**src/rtl/rdma_pkg.sv**
```systemverilog
// rtl/rdma_pkg.sv - shared RDMA header layout, state encoding and checksum helpers
package rdma_pkg;

  localparam int HDR_BYTES  = 8;
  localparam int LANE_SRC   = 0;
  localparam int LANE_DST   = 2;
  localparam int LANE_LEN   = 4;
  localparam int LANE_CKSUM = 6;

  typedef enum logic [1:0] {
    ST_HEAD = 2'd0,
    ST_DATA = 2'd1,
    ST_DROP = 2'd2
  } rdma_state_e;

  function automatic logic [7:0] keep_from_rem(input logic [15:0] rem);
    logic [8:0] t;
    if (rem >= 16'(HDR_BYTES)) return 8'hFF;
    t = (9'd1 << rem[3:0]) - 9'd1;
    return t[7:0];
  endfunction

  // One's-complement add: the carry out of bit 15 wraps back into bit 0.
  function automatic logic [15:0] ones_add(input logic [15:0] a, input logic [15:0] b);
    logic [16:0] s;
    s = {1'b0, a} + {1'b0, b};
    return s[15:0] + {15'd0, s[16]};
  endfunction

  // Fields are big-endian across two consecutive lanes.
  function automatic logic [15:0] hdr_field(input logic [63:0] d, input int lane);
    return {d[8*lane +: 8], d[8*(lane+1) +: 8]};
  endfunction

endpackage

```
**src/rtl/rdma_unpacker_if.sv**
```systemverilog
// rtl/rdma_unpacker_if.sv - 64-bit byte-keep stream with valid/ready/last handshake
interface rdma_unpacker_if;
  logic [63:0] data;
  logic [7:0]  keep;
  logic        valid;
  logic        last;
  logic        ready;

  modport master (output data, output keep, output valid, output last, input ready);
  modport slave  (input data, input keep, input valid, input last, output ready);
endinterface

```
**src/rtl/rdma_csum16.sv**
```systemverilog
// rtl/rdma_csum16.sv - 16-bit end-around-carry accumulator over keep-enabled byte lanes
module rdma_csum16
  import rdma_pkg::*;
(
  input  logic        clk,
  input  logic        rst,
  input  logic        clear,
  input  logic        accum,
  input  logic [63:0] data,
  input  logic [7:0]  keep,
  output logic [15:0] sum_next,
  output logic [15:0] result
);

  // Lane 2i is the high byte of word i; a disabled lane contributes zero.
  always_comb begin
    sum_next = result;
    for (int i = 0; i < 4; i++) begin
      sum_next = ones_add(sum_next, {data[16*i +: 8] & {8{keep[2*i]}},
                                     data[16*i+8 +: 8] & {8{keep[2*i+1]}}});
    end
  end

  always_ff @(posedge clk or posedge rst) begin
    if (rst) begin
      result <= '0;
    end else if (clear) begin
      result <= '0;
    end else if (accum) begin
      result <= sum_next;
    end
  end

endmodule

```
**src/rtl/rdma_unpacker.sv**
```systemverilog
// rtl/rdma_unpacker.sv - strips the 8-byte RDMA header, trims payload keep to length,
// verifies length and checksum, and reports per-packet status and counters.
module rdma_unpacker
  import rdma_pkg::*;
#(
  parameter int CHECK_EN = 1,
  parameter int CNT_W    = 16
) (
  input  logic             clk,
  input  logic             rst,
  rdma_unpacker_if.slave   slave,
  rdma_unpacker_if.master  master,
  output logic [15:0]      hdr_src_port,
  output logic [15:0]      hdr_dst_address,
  output logic [15:0]      hdr_length,
  output logic [15:0]      hdr_checksum,
  output logic             hdr_valid,
  output logic             stat_valid,
  output logic             stat_len_err,
  output logic             stat_cksum_err,
  output logic [CNT_W-1:0] pkt_count,
  output logic [CNT_W-1:0] err_count
);

  rdma_state_e state, state_nxt;
  logic [15:0] rem;
  logic        rem_le8;
  logic [15:0] in_len, in_ck;
  logic        ready_s, hdr_load, out_load, end_pkt, end_len_err;
  logic        csum_clear, csum_accum, out_last;
  logic [7:0]  out_keep;
  logic [15:0] end_sum, end_ck, csum_next, csum_result;
  logic [63:0] out_data_q;
  logic [7:0]  out_keep_q;
  logic        out_valid_q, out_last_q;

  assign in_len  = hdr_field(slave.data, LANE_LEN);
  assign in_ck   = hdr_field(slave.data, LANE_CKSUM);
  assign rem_le8 = (rem <= 16'd8);

  assign slave.ready  = ready_s;
  assign master.data  = out_data_q;
  assign master.keep  = out_keep_q;
  assign master.valid = out_valid_q;
  assign master.last  = out_last_q;

  rdma_csum16 u_csum (
    .clk      (clk),
    .rst      (rst),
    .clear    (csum_clear),
    .accum    (csum_accum),
    .data     (slave.data),
    .keep     (out_keep),
    .sum_next (csum_next),
    .result   (csum_result)
  );

  always_ff @(posedge clk or posedge rst) begin
    if (rst) state <= ST_HEAD;
    else     state <= state_nxt;
  end

  always_comb begin
    state_nxt   = state;
    ready_s     = 1'b0;
    hdr_load    = 1'b0;
    out_load    = 1'b0;
    end_pkt     = 1'b0;
    end_len_err = 1'b0;
    end_sum     = '0;
    end_ck      = hdr_checksum;
    csum_clear  = 1'b0;
    csum_accum  = 1'b0;
    out_keep    = keep_from_rem(rem);
    out_last    = 1'b0;
    case (state)
      ST_HEAD: begin
        ready_s = ~out_valid_q | master.ready;
        if (slave.valid && ready_s) begin
          hdr_load   = 1'b1;
          csum_clear = 1'b1;
          // Header-only packet: zero payload bytes, so the sum is just the field.
          if (slave.last) begin
            end_pkt     = 1'b1;
            end_len_err = (in_len != 16'd0);
            end_ck      = in_ck;
          end else if (in_len == 16'd0) begin
            state_nxt = ST_DROP;
          end else begin
            state_nxt = ST_DATA;
          end
        end
      end
      ST_DATA: begin
        ready_s = ~out_valid_q | master.ready;
        if (slave.valid && ready_s) begin
          out_load   = 1'b1;
          csum_accum = 1'b1;
          out_last   = rem_le8 | slave.last;
          if (slave.last) begin
            end_pkt     = 1'b1;
            end_len_err = ~rem_le8;
            end_sum     = csum_next;
            state_nxt   = ST_HEAD;
          end else if (rem_le8) begin
            state_nxt = ST_DROP;
          end
        end
      end
      ST_DROP: begin
        ready_s = 1'b1;
        if (slave.valid && slave.last) begin
          end_pkt     = 1'b1;
          end_len_err = 1'b1;
          end_sum     = csum_result;
          state_nxt   = ST_HEAD;
        end
      end
      default: state_nxt = ST_HEAD;
    endcase
  end

  always_ff @(posedge clk or posedge rst) begin
    if (rst) begin
      rem             <= '0;
      hdr_src_port    <= '0;
      hdr_dst_address <= '0;
      hdr_length      <= '0;
      hdr_checksum    <= '0;
      hdr_valid       <= 1'b0;
    end else begin
      hdr_valid <= hdr_load;
      if (hdr_load) begin
        rem             <= in_len;
        hdr_src_port    <= hdr_field(slave.data, LANE_SRC);
        hdr_dst_address <= hdr_field(slave.data, LANE_DST);
        hdr_length      <= in_len;
        hdr_checksum    <= in_ck;
      end else if (out_load) begin
        rem <= rem_le8 ? 16'd0 : rem - 16'd8;
      end
    end
  end

  always_ff @(posedge clk or posedge rst) begin
    if (rst) begin
      out_data_q  <= '0;
      out_keep_q  <= '0;
      out_last_q  <= 1'b0;
      out_valid_q <= 1'b0;
    end else if (out_load) begin
      out_data_q  <= slave.data;
      out_keep_q  <= out_keep;
      out_last_q  <= out_last;
      out_valid_q <= 1'b1;
    end else if (master.ready) begin
      out_valid_q <= 1'b0;
    end
  end

  logic end_ck_err;
  assign end_ck_err = (CHECK_EN != 0) && (ones_add(end_sum, end_ck) != 16'hFFFF);

  always_ff @(posedge clk or posedge rst) begin
    if (rst) begin
      stat_valid     <= 1'b0;
      stat_len_err   <= 1'b0;
      stat_cksum_err <= 1'b0;
      pkt_count      <= '0;
      err_count      <= '0;
    end else begin
      stat_valid     <= end_pkt;
      stat_len_err   <= end_pkt & end_len_err;
      stat_cksum_err <= end_pkt & end_ck_err;
      if (end_pkt) begin
        pkt_count <= pkt_count + 1'b1;
        if ((end_len_err || end_ck_err) && (err_count != '1)) begin
          err_count <= err_count + 1'b1;
        end
      end
    end
  end

endmodule
```
**src/flat_wrapper.sv**
```systemverilog
// flat-port wrapper written by rule: the top's interface ports become plain ports
module rdma_unpacker_flat import rdma_pkg::*;
#(
  parameter int CHECK_EN = 1,
  parameter int CNT_W    = 16
)
  (clk, rst, hdr_src_port, hdr_dst_address, hdr_length, hdr_checksum, hdr_valid, stat_valid, stat_len_err, stat_cksum_err, pkt_count, err_count, slave_data, slave_keep, slave_valid, slave_last, slave_ready, master_data, master_keep, master_valid, master_last, master_ready);
  rdma_unpacker_if slave_i ();
  rdma_unpacker_if master_i ();
  input  logic clk;
  input  logic rst;
  output logic [15:0] hdr_src_port;
  output logic [15:0] hdr_dst_address;
  output logic [15:0] hdr_length;
  output logic [15:0] hdr_checksum;
  output logic hdr_valid;
  output logic stat_valid;
  output logic stat_len_err;
  output logic stat_cksum_err;
  output logic [CNT_W-1:0] pkt_count;
  output logic [CNT_W-1:0] err_count;
  input wire logic [$bits(slave_i.data)-1:0] slave_data;
  input wire logic [$bits(slave_i.keep)-1:0] slave_keep;
  input wire logic [$bits(slave_i.valid)-1:0] slave_valid;
  input wire logic [$bits(slave_i.last)-1:0] slave_last;
  output wire logic [$bits(slave_i.ready)-1:0] slave_ready;
  output wire logic [$bits(master_i.data)-1:0] master_data;
  output wire logic [$bits(master_i.keep)-1:0] master_keep;
  output wire logic [$bits(master_i.valid)-1:0] master_valid;
  output wire logic [$bits(master_i.last)-1:0] master_last;
  input wire logic [$bits(master_i.ready)-1:0] master_ready;
  assign slave_i.data = slave_data;
  assign slave_i.keep = slave_keep;
  assign slave_i.valid = slave_valid;
  assign slave_i.last = slave_last;
  assign slave_ready = slave_i.ready;
  assign master_data = master_i.data;
  assign master_keep = master_i.keep;
  assign master_valid = master_i.valid;
  assign master_last = master_i.last;
  assign master_i.ready = master_ready;
  rdma_unpacker #(.CHECK_EN(CHECK_EN), .CNT_W(CNT_W)) u_core (.clk(clk), .rst(rst), .slave(slave_i), .master(master_i), .hdr_src_port(hdr_src_port), .hdr_dst_address(hdr_dst_address), .hdr_length(hdr_length), .hdr_checksum(hdr_checksum), .hdr_valid(hdr_valid), .stat_valid(stat_valid), .stat_len_err(stat_len_err), .stat_cksum_err(stat_cksum_err), .pkt_count(pkt_count), .err_count(err_count));
endmodule
```
**config.mk**
```make
export PLATFORM = sky130hd
export DESIGN_NAME = rdma_unpacker_flat
export DESIGN_NICKNAME = d
export VERILOG_FILES = /design/src/rtl/rdma_pkg.sv /design/src/rtl/rdma_unpacker_if.sv /design/src/rtl/rdma_csum16.sv /design/src/rtl/rdma_unpacker.sv /design/src/flat_wrapper.sv
export SDC_FILE = /design/constraint.sdc
export NUM_CORES = 1
export LEC_CHECK = 0
export ABC_CLOCK_PERIOD_IN_PS = 39000
export CORE_MARGIN = 2
export CORE_UTILIZATION = 58
export DETAILED_ROUTE_END_ITERATION = 12
export PLACE_DENSITY = 0.87
export SYNTH_ARGS = -nofsm -noshare
export SYNTH_HDL_FRONTEND = slang
export SYNTH_SLANG_ARGS = --single-unit
```
**constraint.sdc**
```tcl
create_clock -name clk -period 39 [get_ports clk]
set_input_delay 7.8 -clock clk [delete_from_list [all_inputs] [get_ports clk]]
set_output_delay 7.8 -clock clk [all_outputs]
set_load 0.005 [all_outputs]
```
---- After elaboration in Yosys (flattened, before gate mapping) ----
Cells that the tools add are included.
operators by class
  add/subtract/negate cells ............... 14
  order comparisons ....................... 2
  eq/ne operators ......................... 9
  shifts and indexed selects .............. 1
  mux-type cells .......................... 40
  bitwise gates (word level) .............. 14
  reductions and logical operators ........ 12
operators with widths
  kind                   number
  $mux 16                11
  $add 16x16->17         5
  $add 16x1->16          5
  $and 8x8->8            8
  $add 16x1->16 const B  2
  $ne 16x16->1 const B   2
  $pmux 16 s2            1
  $ge 16x4->1 const B    1
  $le 16x4->1 const B    1
  $logic_not 16->1       1
  $mux 8                 2
  $reduce_bool 16->1     1
  $sub 16x4->16 const B  1
  $mux 1                 15
  $mux 2                 7
  $shl 1x4->8 const A    1
  $sub 8x1->8 const B    1
  $ne 2x1->1 const B     3
  $pmux 2 s3             1
  $reduce_and 5->1       1
  $pmux 1 s2             2
  $reduce_bool 2->1      2
  $logic_and 1x1->1      3
  $ne 3x2->1 const B     1
  other kinds (11)       14
storage, ports and cells
  register bits ........................... 208
  input port bits ......................... 77
  output and inout port bits .............. 175
  word-level logic and storage cells ...... 109

---- Depth between registers and ports, before layout ----
Gate-level depths: netlist of run 1.
  word-level depth ........................ 21
  mapped depth ............................ 90
  gate-level depth less buffers ........... 87

---- Cells and area by module ----
From an unflattened synthesis of run 1, not the netlist that was laid out.
unflattened totals
  cells, all modules ...................... 1766
  area total of the unflattened synthesis .. 14725.4 µm²
modules (own cells, without submodules)
  module         instances  cells an instance  area each (µm²)  sequential area each (µm²)
  rdma_unpacker  1          1091               9623.0           4804.6
  rdma_csum16    1          675                5102.4           400.4

---- Worst setup path after synthesis of run 1 ----
Ideal clock, no wire load.
  kind .................................... input port to flip-flop
  start point ............................. in slave_data[8]
  end point ............................... reg u_core.err_count[10]
  library setup time ...................... 0.132 ns
  arrival time ............................ 21.767 ns
  data required time ...................... 38.868 ns
  slack ................................... 17.102 ns
  cell stages on the path ................. 81
  buffers on the path ..................... 2
  path through ............................ and2_1 > ha_1 > fa_1 > a21o_1 > a21oi_1 > o21ai_0 > a31oi_1 > a211o_1 > o21bai_1 > a21o_1 > a21o_1 > a21o_1 > ha_1 > ha_1 > xor2_1 > ha_1 > nor2b_1 > o21a_1 > [45 not listed] > nor2b_1 > ha_1 > a21o_1 > a211oi_1 > nor2_1 > and3_1 > o21ai_0 > nand2b_1 > ha_1 > ha_1 > nand2_1 > or4b_1 > o31a_1 > nor3_1 > o211a_1 > buf_2 > nor3_1 > xor2_1
on the way
  cells in the longest elaborated chain, start to end .. 18
ends and longest elaborated chain
  element                     RTL line              text
  from (decl)                 flat_wrapper.sv:22    input wire logic [$bits(slave_i.data)-1:0] slave_data;
  $and 8x8->8                 rdma_csum16.sv:20     data[16*i+8 +: 8] & {8{keep[2*i+1]}}});
  $add 16x16->17              rdma_pkg.sv:26        s = {1'b0, a} + {1'b0, b};
  $add 16x1->16               rdma_pkg.sv:27        return s[15:0] + {15'd0, s[16]};
  $add 16x16->17              rdma_pkg.sv:26
  $add 16x1->16               rdma_pkg.sv:27
  $add 16x16->17              rdma_pkg.sv:26
  $add 16x1->16               rdma_pkg.sv:27
  $add 16x16->17              rdma_pkg.sv:26
  [2 not listed]              -
  $mux 16                     rdma_unpacker.sv:96   if (slave.valid && ready_s) begin
  $pmux 16 s2                 rdma_unpacker.sv:76   case (state)
  $add 16x16->17              rdma_pkg.sv:26
  $add 16x1->16               rdma_pkg.sv:27
  $ne 16x16->1                rdma_unpacker.sv:162  assign end_ck_err = (CHECK_EN != 0) && (ones_add(end_sum, end_ck) != 16'hFFFF);
  $logic_or 1x1->1            rdma_unpacker.sv:177  if ((end_len_err || end_ck_err) && (err_count != '1)) begin
  $logic_and 1x1->1           rdma_unpacker.sv:177
  $reduce_and 2->1 (no line)  -
  to (signal assigned)        rdma_unpacker.sv:178  err_count <= err_count + 1'b1;
  to (decl)                   rdma_unpacker.sv:22   output logic [CNT_W-1:0] err_count
Every way passes these cells.
A chain may end at the register's enable or synchronous reset.

---- Worst setup path after layout of run 1 ----
  start point ............................. in slave_data[8]
  end point ............................... reg u_core.err_count[1]
The elaborated chain is that of the path after synthesis.

==> metrics.txt, run 1 <==
outcome completed; share of layout cells above drive strength 1 0.0487; number of global-route vias before repair 13100; distinct cell type count of the synthesized netlist 78; Routed WL per cell 18.0 um; max-cap check violation count 0; Buffers on Ports 243; DR DRC count 0; clock skew 18.1 ps; M2 GR Usage 0.507; largest fanout on the critical path 15; total CTS buffers 24; number of I/O pins 252; grt peak-use layer met2; Rows 57; most frequent cells in the layout nand2_1, clkdlybuf4s50_1, dfrtp_1; largest net degree at the start of global routing 81; flop2flop setup slack 20650 ps; Die Height 161 um; grt total ovfl 0; H-tree Lvls 1; DR vias 13500; Fill cells 1761; Crit. End Element flop; RSZ-0062 raised after global routing no; CTS tree done; worst-skew pair later-pin latency between 500 and 600 ps; drt first pass iters 5; first-pass GRT wire length around 66000 um; Via-to-Cell Ratio 5.87; synth warn 0; Final nets roughly 2100; Slew Limit Fails 0; HPWL Detailed around 30000 um; CP Launch Type input port; post-CTS setup buffers 0; gp weighted congestion 0.958; die width 161 um; # diodes 0; Die ar. between 20000 and 30000 um2; Final WS setup ~15000 ps; post-synthesis sequential area ratio 0.363; critical path arrival about 25000 ps; Synth Instances ~1700; Setup TNS 0 ps; CTS Hold Buffers Added 0; Routed Antenna Nets 0; Final Critical Period 24280 ps; worst r2r dst u_core.err_count[1]$_DFFE_PP0P_; net count after synthesis 1916; HP Start u_core.hdr_length[4]$_DFFE_PP0P_; number of synthesized register bits 208; total track usage 0.312; EDFF count, synth 0; WP data required between 30000 and 40000 ps; Fin. Hold Viols 0; Crit path max-delay family compound AO/OA/AOI/OAI gates; Slew HR 0.399; Worst Hold End u_core.hdr_length[4]$_DFFE_PP0P_; final setup fails 0; Crit Path Class in2reg; most frequent CP cell ha_1; number of antenna violations at the first check in global routing 0; Cell Area, Synth ~14000 um2; asr flop ratio synth 1.00; worst slack, placed approximately 14000 ps; r2r startpoint u_core.rem[3]$_DFFE_PP0P_; Crit-path slowest cell o211a_1; DR iter-0 viols 1175; r2r worst-path depth 83; Initial Util 0.590; syn_area_per_cell ~8.3 um2; area grow syn2layout 24.6%; met1 GRT Util 0.426; Main synth FF type dfrtp_1; CP peak stage delay 490 ps; Clock Path Buffers 3; met3 Track Usage GR 0.0498; hold path depth 2; worst slew pin tran approximately 900 ps; final wirelength 41300 um; fmax 41.2 MHz; CTS Sinks approximately 210; most common cell after layout, fill and taps aside nand2_1; period utilization 0.623; Clock transition at path regs 60 ps; CP Buf/Inv Count 2; post_cts resized 0; core region area between 20000 and 25000 um2; Root Buffer Master clkbuf_16; Hold Path Class reg2reg
==> metrics by stage <==
| step | cells | area [um2] | hold slack (ps) | utilization |
|---|---|---|---|---|
| finish | 2294 | 17900 | 471 | 0.735 |
| global route | 2294 | 17900 | 489 | 0.735 |
| CTS | 2294 | 17900 | 477 | 0.735 |
| detailed placement | 2250 | 17000 | 462 | 0.701 |
| global placement | 2250 | 17000 | 457 | 0.701 |
| floorplan | 1736 | 14400 | 468 | - |
==> worst min-delay path: cells and delay by family (launching register included) <==
family / cells / cell delay (ps)
DFF: 1 / 340
and+or+nand+nor: 2 / 100
==> registers in the layout, indices dropped and copies added, names as in the netlist <==
register                cells
u_core.master.keep          8
u_core.hdr_dst_address     16
u_core.hdr_length          16
u_core.master.valid         1
u_core.hdr_valid            1
u_core.hdr_checksum        16
u_core.state                2
u_core.err_count           16
u_core.pkt_count           16
u_core.hdr_src_port        16
u_core.stat_valid           1
u_core.rem                 16
u_core.stat_len_err         1
u_core.master.data         64
u_core.master.last          1
u_core.u_csum.result       16
u_core.stat_cksum_err       1
==> kinds of logic after synthesis <==
group,Yosys count,share of synthesized area
AOI/OAI and AO/OA,285,0.129
xor gates and xnor gates,140,0.0884
adders and majority gates,103,0.0924
buffers and inverters,98,0.0257
DFF,208,0.363
muxes,23,0.0180
and+or+nand+nor,879,0.284
==> layout make-up <==
cell class              instances  area, um2  share of cell area
multi-input cells            1430       8790               0.492
clock inverters                 9        115             0.00644
flip-flops and latches        208       5200               0.291
well taps                     324        405              0.0227
clock buffers                  35        722              0.0404
repair buffers                250       2480               0.139
inverters                      38        150             0.00840
==> synth_stat cells, types with 13 or more instances <==
library cell  instances  area [um2]
nor2_1               75         282
inv_1                36         135
clkbuf_1             50         188
and2_1               56         350
dfrtp_1             208        5200
nand3_1              36         180
nor4_1               17         106
nand2b_1             13        81.3
xor2_1               56         490
nand2_1             492        1850
xnor2_1              81         709
o21a_1               18         135
a22oi_1              25         188
a21o_1               20         150
a21oi_1              52         260
and3_1               22         138
o21ai_0              82         410
mux2_2               18         203
ha_1                 98        1230
nor2b_1              37         231
nand4_1              17         106
nor3_1               54         270
==> metal layers <==
metal	vias up	part of all wire	routed length, um
met4	0	0.037	1510
met2	565	0.46	18900
met1	6401	0.43	17600
li1	6400	-	-
met3	99	0.079	3240
met5	-	0	0
==> worst max path at each step <==
stage / start / end / depth (start not counted)
finish: slave_data[8] / u_core.err_count[1]$_DFFE_PP0P_ / 79
global route: slave_data[8] / u_core.err_count[1]$_DFFE_PP0P_ / 78
CTS: slave_data[8] / u_core.err_count[1]$_DFFE_PP0P_ / 79
detailed placement: slave_data[8] / u_core.err_count[1]$_DFFE_PP0P_ / 79
global placement: slave_data[8] / u_core.err_count[1]$_DFFE_PP0P_ / 80
floorplan: slave_data[8] / u_core.err_count[10]$_DFFE_PP0P_ / 81
Power of run 1 is not shown: default switching activity piles up to over one toggle a cycle in this logic, so the estimate is an artifact.
==> run 2: changes to the inputs <==
ABC_CLOCK_PERIOD_IN_PS = 22300   (was 39000)
CORE_UTILIZATION = 49   (was 58)
PLACE_DENSITY = 0.78   (was 0.87)
clock period = 22.3 ns   (was 39 ns; I/O delays follow)
==> run 2 against run 1 <==
- sequential cell count is the same
- worst hold slack is essentially flat
- largest cell class unchanged
- first-iteration DRC count shrank 2.1%
- design area grew 0.46%
==> metrics.txt, run 2 (synthesis results as in run 1) <==
fmax 47.7 MHz; Clock Path Buffers 3; r2r startpoint u_core.rem[8]$_DFFE_PP0P_; # diodes 0; gp weighted congestion 0.910; period utilization 0.939; CTS Sinks 208; Crit Path Class in2reg; Buffers on Ports 243; number of I/O pins approximately 250; most common cell after layout, fill and taps aside nand2_1; critical path arrival 21370 ps; post-CTS setup buffers 0; Fin. Hold Viols 0; Routed Antenna Nets 0; Crit. End Element flop; Final WS setup 1350 ps; HPWL Detailed ~30000 um; DR vias approximately 13000; flop2flop setup slack 4020 ps; placed cell areas ~17000 um2; post_cts resized 0; DR DRC count 0; Worst Hold End u_core.hdr_dst_address[3]$_DFFE_PP0P_; Slew Limit Fails 0; drt first pass iters 5; H-tree Lvls 1; Die Height 175 um; worst slew pin tran 1070 ps; Rows 62; Die ar. around 31000 um2; first-pass GRT wire length between 60000 and 70000 um; area grow syn2layout 25.1%; RSZ-0062 raised after global routing no; CP peak stage delay around 470 ps; FF+latch area ~5200 um2; number of antenna violations at the first check in global routing 0; worst-skew pair later-pin latency 530 ps; worst r2r dst u_core.err_count[1]$_DFFE_PP0P_; final setup fails 0; die width 175 um; Routed WL per cell 17.6 um; worst slack, placed 955 ps; Clock transition at path regs 60 ps; most frequent CP cell ha_1; CP Buf/Inv Count 2; hold path depth 2; CTS Hold Buffers Added 0; largest fanout on the critical path 15; WP data required 22720 ps; outcome completed; Slew HR 0.285; core region area roughly 29000 um2; Final nets ~2100; max-cap check violation count 0; Root Buffer Master clkbuf_16; total track usage 0.266; Largest register FFs 64; multi-input combinational cell area 8790 um2; final wirelength 41300 um; Via-to-Cell Ratio 5.66; Fill cells between 2000 and 2500; Crit path max-delay family compound AO/OA/AOI/OAI gates; number of global-route vias before repair 12600; Final Instance Area 18000 um2; largest net degree at the start of global routing between 100 and 150; grt total ovfl 0; DR iter-0 viols 1150; HP Start u_core.hdr_dst_address[3]$_DFFE_PP0P_; Initial Util 0.499; r2r worst-path depth 82; CP Launch Type input port; Final Core Density 0.624; Setup TNS 0 ps; CTS tree done; Hold Path Class reg2reg; share of layout cells above drive strength 1 0.0483; clock skew ~20 ps; total CTS buffers 24; Crit-path slowest cell clkdlybuf4s50_1; most frequent cells in the layout nand2_1, clkdlybuf4s50_1, dfrtp_1; Final Critical Period 20950 ps
==> run 2: cell count changes in the layout (fill, tap and decap cells not counted), sizes merged <==
cell      before  now
clkbuf        35   31
clkinvlp       1    5
buf            7    5
bufinv         2    4
clkinv         6    5
inv           38   37
==> run 2: routing by layer <==
metal | vias up | share of wire | global-route usage | wire length, um
met5 | - | 0 | 0 | 0
met4 | 0 | 0.027 | 0.0698 | 1100
met3 | 76 | 0.068 | 0.0392 | 2800
met2 | 472 | 0.46 | 0.428 | 18900
met1 | 6353 | 0.45 | 0.376 | 18500
li1 | 6416 | - | - | -
==> run 2: worst max-delay path by stage <==
stage	startpoint	end	slack, ps	cells after the start
final	slave_data[8]	u_core.err_count[1]$_DFFE_PP0P_	1350	79
after global routing	slave_data[8]	u_core.err_count[1]$_DFFE_PP0P_	40	80
after CTS	slave_data[8]	u_core.err_count[1]$_DFFE_PP0P_	1350	79
after detailed placement	slave_data[8]	u_core.err_count[1]$_DFFE_PP0P_	950	79
after global placement	slave_data[8]	u_core.err_count[1]$_DFFE_PP0P_	1240	79
after floorplan	slave_data[8]	u_core.err_count[10]$_DFFE_PP0P_	3740	81
==> run 2: cell type report <==
cell class	count	area share
inverters	38	0.00836
well taps	384	0.0268
clock inverters	13	0.0101
clock buffers	31	0.0378
repair buffers	248	0.138
multi-input cells	1430	0.490
flip-flops and latches	208	0.290
==> run 2: worst min-delay path, delay by kind of cell, from the launching register on <==
kind	cells	cell delay (ps)
AND/OR/NAND/NOR	2	100
flip-flops	1	340
==> run 2: through the flow <==
stage / cells / hold slack [ps]
2_1_floorplan: 1736 / 468
3_3_place_gp: 2308 / 456
3_5_place_dp: 2308 / 461
4_1_cts: 2352 / 474
5_1_grt: 2352 / 498
6_report: 2352 / 471
Power of run 2 is left out for the same reason.
==> patch 1, RTL diff (settings of run 2) <==
`CNT_W` is set to 16 in 2 places; all go to 32.
--- a/src/rtl/rdma_unpacker.sv
+++ b/src/rtl/rdma_unpacker.sv
@@ -6,3 +6,3 @@
   parameter int CHECK_EN = 1,
-  parameter int CNT_W    = 16
+  parameter int CNT_W    = 32
 ) (
--- a/src/flat_wrapper.sv
+++ b/src/flat_wrapper.sv
@@ -4,3 +4,3 @@
   parameter int CHECK_EN = 1,
-  parameter int CNT_W    = 16
+  parameter int CNT_W    = 32
 )
Interface: changed (resized err_count and pkt_count); port bits go from 252 to 284. The function was not compared with the original's and may differ.
==> patch 1 against run 2 <==
Design area rose by 12%; area after synthesis rose by 10%; critical path depth rose by 4; setup slack got worse by 100 ps; routed wire length rose by 10%; non-clock buffer count rose by 47; sequential cell count rose by 32; via count rose by 7.8%; largest cell class unchanged; core utilization rose by 1.0 points; critical path type unchanged.
==> patch 1: results <==
group,metric,value,unit
placement,portBuffers,275,
route,met3_length,3.48,mm
route,drt_iter0_drc,1042,
synth,yosysSeqAreaShare,38.0,%
global_route,use_met1,36.6,%
critical_path,slowest_stage,"or4b_4",
synth,synthTopCellsByArea,"dfrtp_1 38%, nand2_1 10%, ha_1 7.8%",
route,drtAntennaViolNets,0,
sta,fin_ws,1250,ps
placement,placed_cells,2455,
critical_path,arrival,21480,ps
placement,place_ws,166,ps
route,viasPerCell,5.71,
critical_path,ff2ff_path_depth,87,
synth,ys_top_cells_by_count,"439 x nand2_1, 240 x dfrtp_1, 98 x ha_1",
critical_path,reg2reg_setup_slack,3810,ps
route,avgRoutedWirePerCell,18.1,µm
route,wl_met2,20.9,mm
sta,hold_slack,472,ps
hold_path,hp-start,"u_core.master.data[4]$_DFFE_PP0P_",
layout,layout.nets,2268,
synth,synth_cell_type_count,84,
placement,dp_hpwl,33.4,mm
route,first_pass_iters,6,
synth,ys.flop_type,"dfrtp_1",
clocking,clkLatencyLatePin,550,ps
global_route,grt_max_degree,113,
global_route,grt_first_pass_wirelength,72.6,mm
global_route,met2_usage,43.1,%
critical_path,slowest_delay,530,ps
global_route,use_met3,4.12,%
global_route,gr-usage-all-layers,26.6,%
status,status,"completed",
layout,design_area,20100,µm²
global_route,grt_pass1_vias,13700,
layout,drive_gt1_share,6.83,%
sta,tightest_slew,923,ps
synth,netlist_instances,1825,
layout,n_fill_cell,2645,
placement,gp_congestion,0.966,
route,drt-met1-wl,19.6,mm
sta,fin_skew,11.2,ps
layout,final_cells,2513,
hold_path,whs_endpoint,"u_core.master.data[4]$_DFFE_PP0P_",
[patch 1: cell families (layout without fill, tap and decap cells)]
kind of cell	count (synthesis)	count (layout)	synth area share, %
compound gates	298	298	13.1
xor+xnor	163	163	9.21
fa+ha+maj	103	103	8.38
buf+inv	121	405	3.06
flops	240	240	38.0
mux	39	39	2.79
other cells	0	2	0
simple gates	861	861	25.5
[patch 1: what timing repair did]
item / 4_1_cts / 5_1_grt
hold endpoints to repair: 0 / 0
gates resized for setup: 0 / 15
buffers inserted: 0 / 5
endpoints found under the setup margin: 0 / 33
[patch 1: layout make-up]
cell class	count	share of cell area, %
repair buffers	295	14.5
diodes	2	0.0249
multi-input cells	1464	46.9
flip-flops and latches	240	29.9
inverters	59	1.14
clock buffers	37	3.91
clock inverters	14	1.11
well taps	402	2.51
[patch 1: tightest hold or removal path, cell delays in order (launching register included)]
cell and delay, ps:
dfrtp_1 340, nand2_1 50, nand2_1 50
==> patch 2, RTL diff (settings of run 2) <==
Without the edit above. Remove the register `stat_len_err`: a continuous assignment takes its place, so the output `stat_len_err` follows one clock earlier.
--- a/src/rtl/rdma_unpacker.sv
+++ b/src/rtl/rdma_unpacker.sv
@@ -166,3 +166,2 @@
       stat_valid     <= 1'b0;
-      stat_len_err   <= 1'b0;
       stat_cksum_err <= 1'b0;
@@ -172,3 +171,2 @@
       stat_valid     <= end_pkt;
-      stat_len_err   <= end_pkt & end_len_err;
       stat_cksum_err <= end_pkt & end_ck_err;
@@ -183,2 +181,4 @@
 
+  assign stat_len_err = end_pkt & end_len_err;
+
 endmodule
Behaviour: not the same (Yosys sat finds a counterexample within 4 cycles, from zero or initial values and one cycle with rst high).
==> patch 2 against run 2 <==
Global-route usage rose by 0.46 points; design area fell by 0.48%; routed wire length rose by 1.7%; sequential cell count fell by 1; setup slack got worse by 290 ps; core utilization barely moved; area after synthesis fell by 1.2%; worst hold slack got worse by 1.9 ps.
Power is not shown: default switching activity piles up to over one toggle a cycle in this logic, so the estimate is an artifact.
==> patch 2: results <==
group,metric,value,unit
status,status,"completed",
placement,gp_congestion,0.924,
critical_path,reg2reg_setup_slack,3540,ps
synth,yosysSeqAreaShare,36.5,%
critical_path,ff2ff_path_depth,83,
placement,placed_cell_area,17000,µm²
layout,n_fill_cell,2398,
global_route,grt_max_degree,95,
sta,fin_skew,12.2,ps
global_route,gr-usage-all-layers,27.1,%
critical_path,slowest_delay,520,ps
route,viasPerCell,5.70,
critical_path,slowest_stage,"a221oi_1",
critical_path,cp_max_fo,11,
synth,ys_top_cells_by_count,"474 x nand2_1, 207 x dfrtp_1, 98 x ha_1",
layout,layout.nets,2106,
sta,tightest_slew,1060,ps
layout,drive_gt1_share,5.00,%
sta,hold_slack,469,ps
route,drt_iter0_drc,1215,
synth,synth_cell_type_count,70,
hold_path,hp-start,"u_core.master.keep[0]$_DFFE_PP0P_",
placement,dp_hpwl,31.0,mm
placement,place_ws,121,ps
global_route,grt_first_pass_wirelength,66.6,mm
synth,synthTopCellsByArea,"dfrtp_1 37%, nand2_1 13%, ha_1 8.6%",
critical_path,arrival,21650,ps
route,first_pass_iters,6,
hold_path,whs_endpoint,"u_core.master.keep[0]$_DFFE_PP0P_",
synth,synth_nets,1882,
sta,fin_ws,1060,ps
global_route,grt_pass1_vias,12500,
synth,async_flop_share,100,%
route,avgRoutedWirePerCell,18.1,µm
critical_path,r2r-start,"u_core.rem[4]$_DFFE_PP0P_",
==> patch 2: cell types whose count changed after synthesis, moves of 10 or more <==
cell     delta
o21ai_0    -19
nand2_1    -18
inv_1      +14
a21o_1     +12
a22o_1     +12
a22oi_1    -10
nand3_1    +10
==> patch 2: per-stage QoR <==
stage                     util, %  instances  setup TNS, ps
after detailed placement     59.3       2284              0
after CTS                    62.2       2325              0
final                        62.4       2325              0
after global placement       59.3       2284              0
after floorplan                 -       1702              0
after global routing         62.4       2325           -150
==> patch 2: cell type report <==
class                   instances  share of cell area (%)
flip-flops and latches        207                    29.0
multi-input cells            1388                    48.6
repair buffers                254                    14.1
clock inverters                 8                   0.679
clock buffers                  33                    3.89
well taps                     384                    2.69
inverters                      51                    1.11
==> patch 2: cells by family after synthesis <==
group / share of synthesized area (%)
xor+xnor: 8.96
mux: 1.67
buf+inv: 2.86
fa+ha+maj: 9.35
flops: 36.5
compound gates: 13.1
simple gates: 27.6
==> patch 2: routing by layer <==
layer  share of wire [%]  global-route usage [%]
met1                  44                    37.6
met2                  45                    42.8
met3                 8.1                    5.82
met4                 2.3                    7.53
met5                   0                       0
==> patch 2: worst max path at each step <==
stage / cells after the start / from / end
after detailed placement: 83 / slave_data[8] / u_core.err_count[1]$_DFFE_PP0P_
after floorplan: 81 / slave_data[8] / u_core.err_count[10]$_DFFE_PP0P_
final: 80 / slave_data[8] / u_core.err_count[1]$_DFFE_PP0P_
after global routing: 81 / slave_data[8] / u_core.err_count[1]$_DFFE_PP0P_
after CTS: 83 / slave_data[8] / u_core.err_count[1]$_DFFE_PP0P_
after global placement: 82 / slave_data[8] / u_core.err_count[1]$_DFFE_PP0P_
